### config.mk
export PLATFORM = sky130hd
export DESIGN_NAME = mem_arbiter_flat
export DESIGN_NICKNAME = d
export VERILOG_FILES = /design/src/rtl/mem_arbiter_pkg.sv /design/src/rtl/mem_arbiter_if.sv /design/src/rtl/mem_arbiter.sv /design/src/flat_wrapper.sv
export SDC_FILE = /design/constraint.sdc
export NUM_CORES = 1
export LEC_CHECK = 0
export CORE_AREA = 8 8 111 113
export DETAILED_ROUTE_END_ITERATION = 10
export DIE_AREA = 0 0 119 121
export GPL_TIMING_DRIVEN = 0
export HOLD_SLACK_MARGIN = 0.15
export PLACE_DENSITY = 0.66
export SLEW_MARGIN = 25
export SYNTH_ARGS = -nofsm -noshare
export SYNTH_HDL_FRONTEND = slang
export SYNTH_SLANG_ARGS = --single-unit
### constraint.sdc
create_clock -name CLK -period 1.8 [get_ports CLK]
set_input_delay 0.36 -clock CLK [delete_from_list [all_inputs] [get_ports CLK]]
set_output_delay 0.36 -clock CLK [all_outputs]
set_load 0.02 [all_outputs]
### src/rtl/mem_arbiter_pkg.sv
// mem_arbiter_pkg: types shared by the memory arbiter and its bus interface.
//   word_t      - 32-bit bus word (addresses and data)
//   ramstate_t  - RAM status reported back to the arbiter
//   arb_state_t - grant FSM states
package mem_arbiter_pkg;

  typedef logic [31:0] word_t;

  typedef enum logic [1:0] {
    FREE   = 2'd0,
    BUSY   = 2'd1,
    ACCESS = 2'd2,
    ERROR  = 2'd3
  } ramstate_t;

  typedef enum logic [1:0] {
    IDLE   = 2'd0,
    DGRANT = 2'd1,
    IGRANT = 2'd2
  } arb_state_t;

endpackage

### src/rtl/mem_arbiter_if.sv
// mem_arbiter_if: cache-side and RAM-side signals of the memory arbiter.
//   slave  - arbiter view: takes cache requests and RAM status, drives
//            waits, load data, RAM strobes/address/store, coherence outputs
//   master - environment view (caches + RAM), the mirror image
interface mem_arbiter_if;
  import mem_arbiter_pkg::*;

  // cache side
  logic      iREN;
  word_t     iaddr;
  logic      dREN;
  logic      dWEN;
  word_t     daddr;
  word_t     dstore;
  logic      iwait;
  logic      dwait;
  word_t     iload;
  word_t     dload;
  // RAM side
  logic      ramREN;
  logic      ramWEN;
  word_t     ramaddr;
  word_t     ramstore;
  word_t     ramload;
  ramstate_t ramstate;
  // coherence
  logic      ccwait;
  logic      ccinv;
  word_t     ccsnoopaddr;

  modport slave (
    input  iREN, iaddr, dREN, dWEN, daddr, dstore, ramload, ramstate,
    output iwait, dwait, iload, dload, ramREN, ramWEN, ramaddr, ramstore,
           ccwait, ccinv, ccsnoopaddr
  );

  modport master (
    output iREN, iaddr, dREN, dWEN, daddr, dstore, ramload, ramstate,
    input  iwait, dwait, iload, dload, ramREN, ramWEN, ramaddr, ramstore,
           ccwait, ccinv, ccsnoopaddr
  );

endinterface

### src/rtl/mem_arbiter.sv
// mem_arbiter: grants the shared RAM to either the icache (read-only) or the
// dcache (read/write-back), one word at a time.
//   CLK, nRST - clock (rising edge), asynchronous active-low reset
//   bus       - mem_arbiter_if.slave: cache requests/waits/loads and RAM
//               strobes/address/store/load/status
//
// state  | meaning
// IDLE   | no grant; arbitrate pending requests for next cycle
// DGRANT | dcache owns the RAM until ACCESS, ERROR or withdrawal
// IGRANT | icache owns the RAM until ACCESS, ERROR or withdrawal
//
// ifair_q remembers that a data transfer just finished while an instruction
// fetch was waiting, so the next IDLE decision must favour the icache.
module mem_arbiter
  import mem_arbiter_pkg::*;
(
  input  logic          CLK,
  input  logic          nRST,
  mem_arbiter_if.slave  bus
);

  arb_state_t state_q, state_d;
  logic       ifair_q, ifair_d;

  logic       d_req;
  logic       iwait_c, dwait_c;
  logic       ramren_c, ramwen_c;
  word_t      ramaddr_c, ramstore_c;

  assign d_req = bus.dREN | bus.dWEN;

  always_comb begin
    state_d    = state_q;
    ifair_d    = ifair_q;
    iwait_c    = 1'b1;
    dwait_c    = 1'b1;
    ramren_c   = 1'b0;
    ramwen_c   = 1'b0;
    ramaddr_c  = '0;
    ramstore_c = '0;

    case (state_q)
      IDLE: begin
        if (d_req && !ifair_q) begin
          state_d = DGRANT;
        end else if (bus.iREN) begin
          state_d = IGRANT;
        end
      end

      DGRANT: begin
        ramaddr_c  = bus.daddr;
        ramstore_c = bus.dstore;
        // write wins when both strobes are up; nothing is strobed once the
        // dcache has withdrawn
        ramwen_c   = bus.dWEN;
        ramren_c   = bus.dREN & ~bus.dWEN;
        if (!d_req) begin
          state_d = IDLE;
        end else if (bus.ramstate == ACCESS) begin
          dwait_c = 1'b0;
          state_d = IDLE;
          if (bus.iREN) ifair_d = 1'b1;
        end else if (bus.ramstate == ERROR) begin
          state_d = IDLE;
        end
      end

      IGRANT: begin
        ramaddr_c = bus.iaddr;
        ramren_c  = bus.iREN;
        if (!bus.iREN) begin
          state_d = IDLE;
        end else if (bus.ramstate == ACCESS) begin
          iwait_c = 1'b0;
          ifair_d = 1'b0;
          state_d = IDLE;
        end else if (bus.ramstate == ERROR) begin
          state_d = IDLE;
        end
      end

      default: state_d = IDLE;
    endcase
  end

  always_ff @(posedge CLK or negedge nRST) begin
    if (!nRST) begin
      state_q <= IDLE;
      ifair_q <= 1'b0;
    end else begin
      state_q <= state_d;
      ifair_q <= ifair_d;
    end
  end

  assign bus.iwait       = iwait_c;
  assign bus.dwait       = dwait_c;
  assign bus.iload       = bus.ramload;
  assign bus.dload       = bus.ramload;
  assign bus.ramREN      = ramren_c;
  assign bus.ramWEN      = ramwen_c;
  assign bus.ramaddr     = ramaddr_c;
  assign bus.ramstore    = ramstore_c;
  assign bus.ccwait      = 1'b0;
  assign bus.ccinv       = 1'b0;
  assign bus.ccsnoopaddr = '0;

endmodule

### src/flat_wrapper.sv
// flat-port wrapper written by rule: the top's interface ports become plain ports
module mem_arbiter_flat import mem_arbiter_pkg::*;
  (CLK, nRST, bus_iREN, bus_iaddr, bus_dREN, bus_dWEN, bus_daddr, bus_dstore, bus_ramload, bus_ramstate, bus_iwait, bus_dwait, bus_iload, bus_dload, bus_ramREN, bus_ramWEN, bus_ramaddr, bus_ramstore, bus_ccwait, bus_ccinv, bus_ccsnoopaddr);
  mem_arbiter_if bus_i ();
  input  logic CLK;
  input  logic nRST;
  input wire logic [$bits(bus_i.iREN)-1:0] bus_iREN;
  input wire logic [$bits(bus_i.iaddr)-1:0] bus_iaddr;
  input wire logic [$bits(bus_i.dREN)-1:0] bus_dREN;
  input wire logic [$bits(bus_i.dWEN)-1:0] bus_dWEN;
  input wire logic [$bits(bus_i.daddr)-1:0] bus_daddr;
  input wire logic [$bits(bus_i.dstore)-1:0] bus_dstore;
  input wire logic [$bits(bus_i.ramload)-1:0] bus_ramload;
  input wire logic [$bits(bus_i.ramstate)-1:0] bus_ramstate;
  output wire logic [$bits(bus_i.iwait)-1:0] bus_iwait;
  output wire logic [$bits(bus_i.dwait)-1:0] bus_dwait;
  output wire logic [$bits(bus_i.iload)-1:0] bus_iload;
  output wire logic [$bits(bus_i.dload)-1:0] bus_dload;
  output wire logic [$bits(bus_i.ramREN)-1:0] bus_ramREN;
  output wire logic [$bits(bus_i.ramWEN)-1:0] bus_ramWEN;
  output wire logic [$bits(bus_i.ramaddr)-1:0] bus_ramaddr;
  output wire logic [$bits(bus_i.ramstore)-1:0] bus_ramstore;
  output wire logic [$bits(bus_i.ccwait)-1:0] bus_ccwait;
  output wire logic [$bits(bus_i.ccinv)-1:0] bus_ccinv;
  output wire logic [$bits(bus_i.ccsnoopaddr)-1:0] bus_ccsnoopaddr;
  assign bus_i.iREN = bus_iREN;
  assign bus_i.iaddr = bus_iaddr;
  assign bus_i.dREN = bus_dREN;
  assign bus_i.dWEN = bus_dWEN;
  assign bus_i.daddr = bus_daddr;
  assign bus_i.dstore = bus_dstore;
  assign bus_i.ramload = bus_ramload;
  assign bus_i.ramstate = bus_ramstate;
  assign bus_iwait = bus_i.iwait;
  assign bus_dwait = bus_i.dwait;
  assign bus_iload = bus_i.iload;
  assign bus_dload = bus_i.dload;
  assign bus_ramREN = bus_i.ramREN;
  assign bus_ramWEN = bus_i.ramWEN;
  assign bus_ramaddr = bus_i.ramaddr;
  assign bus_ramstore = bus_i.ramstore;
  assign bus_ccwait = bus_i.ccwait;
  assign bus_ccinv = bus_i.ccinv;
  assign bus_ccsnoopaddr = bus_i.ccsnoopaddr;
  mem_arbiter u_core (.CLK(CLK), .nRST(nRST), .bus(bus_i));
endmodule
==> impl_metrics.json <==
{
  "violations": "setup timing",
  "fin_crit_ns": 1.91,
  "critPathMaxFanout": 5,
  "skew_ns": 0.000750,
  "die_w_um": 119,
  "holdCritPathClass": "in -> async",
  "holdBufCountCts": 0,
  "netlist.area_leader.share": 0.432,
  "port_buffers": 234,
  "slew_violations": 0,
  "numClockSinks": 3,
  "mostFrequentLayoutCells": "clkdlybuf4s50_1, buf_4, buf_6",
  "power.density_mw_per_mm2": 1060,
  "crit_type": "reg -> out",
  "wl_per_cell_um": 16.8,
  "yosys_warnings": 0,
  "crit_path_cell_trace": "inv_2 -> ha_4 -> o21ai_2 -> or3b_4 -> buf_6",
  "tritoncts": "done",
  "synth_area_mm2": 0.00170,
  "grt_pass1_vias": 2686,
  "drt_iter0_markers": 62,
  "critPathCaptureType": "output pin",
  "slowest_delay_ns": 0.43,
  "cp.required_ns": 1.44,
  "ys_ff_latch": 3,
  "fp.dieH_um": 121,
  "rows": 38,
  "final_common_cell": "clkdlybuf4s50_1",
  "fmax_mhz": 525,
  "worst_setup_path_start_kind": "register",
  "gp_congestion": 0.765,
  "arrival_ns": 1.55,
  "setup-tns-final_ns": -4.18,
  "root_buffer": "clkbuf_8",
  "hold_violations": 0,
  "cp_slowest_cell": "dfrtp_2",
  "core_mm2": 0.0106,
  "antenna_found_initial": 0,
  "syn2layout_area_growth_pct": 182,
  "avgSynthCellArea_um2": 7.16,
  "worst_slack_ns": -0.106,
  "drc": 0,
  "nets": 657,
  "grt_first_pass_wirelength_um": 15900,
  "viasPerCell": 3.81,
  "start_util": 0.161,
  "power.leakage_nw": 2.18,
  "seq_area_um2": 76.3,
  "r2r-start": "u_core.state_q[0]",
  "ios": 301,
  "r2r_cells": 7,
  "diodes": 0,
  "grt_overflow_total": 0,
  "path_buf_inv": 2,
  "hpwl_um": 9640,
  "ant_nets": 0,
  "rrSetupSlack_ns": 0.21,
  "drt_pass1_iterations": 4,
  "grt_usage": 0.136,
  "peakVddDrop_mv": 0.524,
  "vias": 2506,
  "fp.dieArea_mm2": 0.0144,
  "clk_pin_slew_ns": 0.03,
  "setup_viol_count_final": 64,
  "multi_input_area_mm2": 0.00116,
  "r2r-end": "u_core.state_q[0]",
  "grt_max_degree": 11,
  "routed_wl_um": 11000,
  "rsz0062_at_grt": "yes",
  "yosysTopAreaCell": "buf_4",
  "ys_types": 27,
  "synthTopCellsByArea": "buf_4, a22oi_1, and2_1",
  "cts_made_buffers": 3,
  "cpLargestDelayFamily": "flip-flops",
  "htreeDepth": 1,
  "yosysSeqAreaShare": 0.0441,
  "maxCapViolations": 0,
  "hold_ws_ns": 0.327,
  "drive_gt1_frac": 0.482,
  "syn_inst": 238,
  "post-route-period-util": 1.06,
  "outcome": "complete, but fails checks",
  "fillers": 1047,
  "cts.path.max_buffers": 2,
  "clkLatencyLatePin_ns": 0.22
}
[where the power goes]
group | switching [mW] | internal [mW]
sequential | 0.0317 | 0.104
combinational | 2.20 | 2.59
clock | 0.0442 | 0.151
total | 2.28 | 2.84
[state kept, by name, summed over array words and instances, names as in the netlist]
| signal | cells |
|---|---|
| u_core.ifair_q | 1 |
| u_core.state_q | 2 |
[final cells by class]
class | count | area share
plain buffers | 112 | 0.196
clock buffers | 4 | 0.00936
inverters | 2 | 0.00156
multi-input cells | 154 | 0.241
flip-flops and latches | 3 | 0.0159
well taps | 140 | 0.0364
repair buffers | 242 | 0.499
[cell families (layout without fill, tap and decap cells)]
logic type | after synthesis | count (layout) | synth area share
compound gates | 40 | 40 | 0.173
fa+ha+maj | 4 | 4 | 0.0294
flops | 3 | 3 | 0.0441
other cells | 1 | 34 | 0.00220
simple gates | 76 | 76 | 0.281
buf+inv | 114 | 360 | 0.470
[cell usage after synthesis]
cell type / n
a32o_1: 1
buf_2: 4
or3b_1: 1
a21boi_0: 1
clkbuf_1: 9
nand2_1: 1
a221o_1: 1
buf_4: 98
nor3b_1: 2
nor2_1: 2
a22oi_1: 32
nand4b_1: 1
buf_1: 1
ha_1: 4
nor2b_1: 32
a21oi_1: 1
or2_0: 1
and2_1: 33
dfrtp_1: 3
nor4b_1: 1
conb_1: 1
nand3b_1: 1
a211oi_1: 1
o21ai_1: 2
nand2b_1: 1
o21ai_0: 1
inv_1: 2
[worst register-to-register path: cells and delay by family (launching register included)]
family,cells,cell delay [ns]
AOI/OAI and AO/OA,2,0.55
and+or+nand+nor,1,0.06
DFF,1,0.38
buffers and inverters,3,0.38
adders and majority gates,1,0.17
[what timing repair did]
item / CTS / global route
endpoints found under the hold margin: 0 / 0
buffers inserted: 2 / 2
pin swaps: 1 / 1
gates resized for setup: 413 / 63
endpoints found under the setup margin: 68 / 67
cloned: 0 / 4
[worst max path at each step]
| stage | depth (start not counted) | startpoint | end | slack (ns) |
|---|---|---|---|---|
| after floorplan | 6 | u_core.state_q[0] | bus_ramaddr[0] | 0.03 |
| after global routing | 6 | u_core.state_q[1] | bus_ramREN | -0.17 |
| after detailed placement | 6 | u_core.state_q[1] | bus_ramstore[2] | -0.81 |
| after CTS | 7 | u_core.state_q[0] | bus_ramaddr[14] | -0.11 |
| after global placement | 6 | u_core.state_q[1] | bus_ramstore[2] | -0.77 |
| final | 5 | u_core.state_q[1] | bus_dwait | -0.11 |
[layer usage]
metal	part of all wire	GRT usage	vias to the layer above
met5	0	0	-
met4	0.0079	0.0253	0
met3	0.14	0.0796	7
met2	0.52	0.253	182
met1	0.33	0.128	1099
li1	-	-	1218
[metrics by stage]
step	setup WS (ns)	utilization	power, mW	cell area [um^2]	cells
floorplan	0.0319	-	2.27	1850	271
global placement	-0.767	0.412	3.93	4370	645
detailed placement	-0.813	0.412	3.97	4370	645
CTS	-0.111	0.430	4.62	4550	651
global route	-0.173	0.454	5.46	4810	657
finish	-0.106	0.454	5.12	4810	657
No activity file was read; power rests on OpenSTA's default activity.
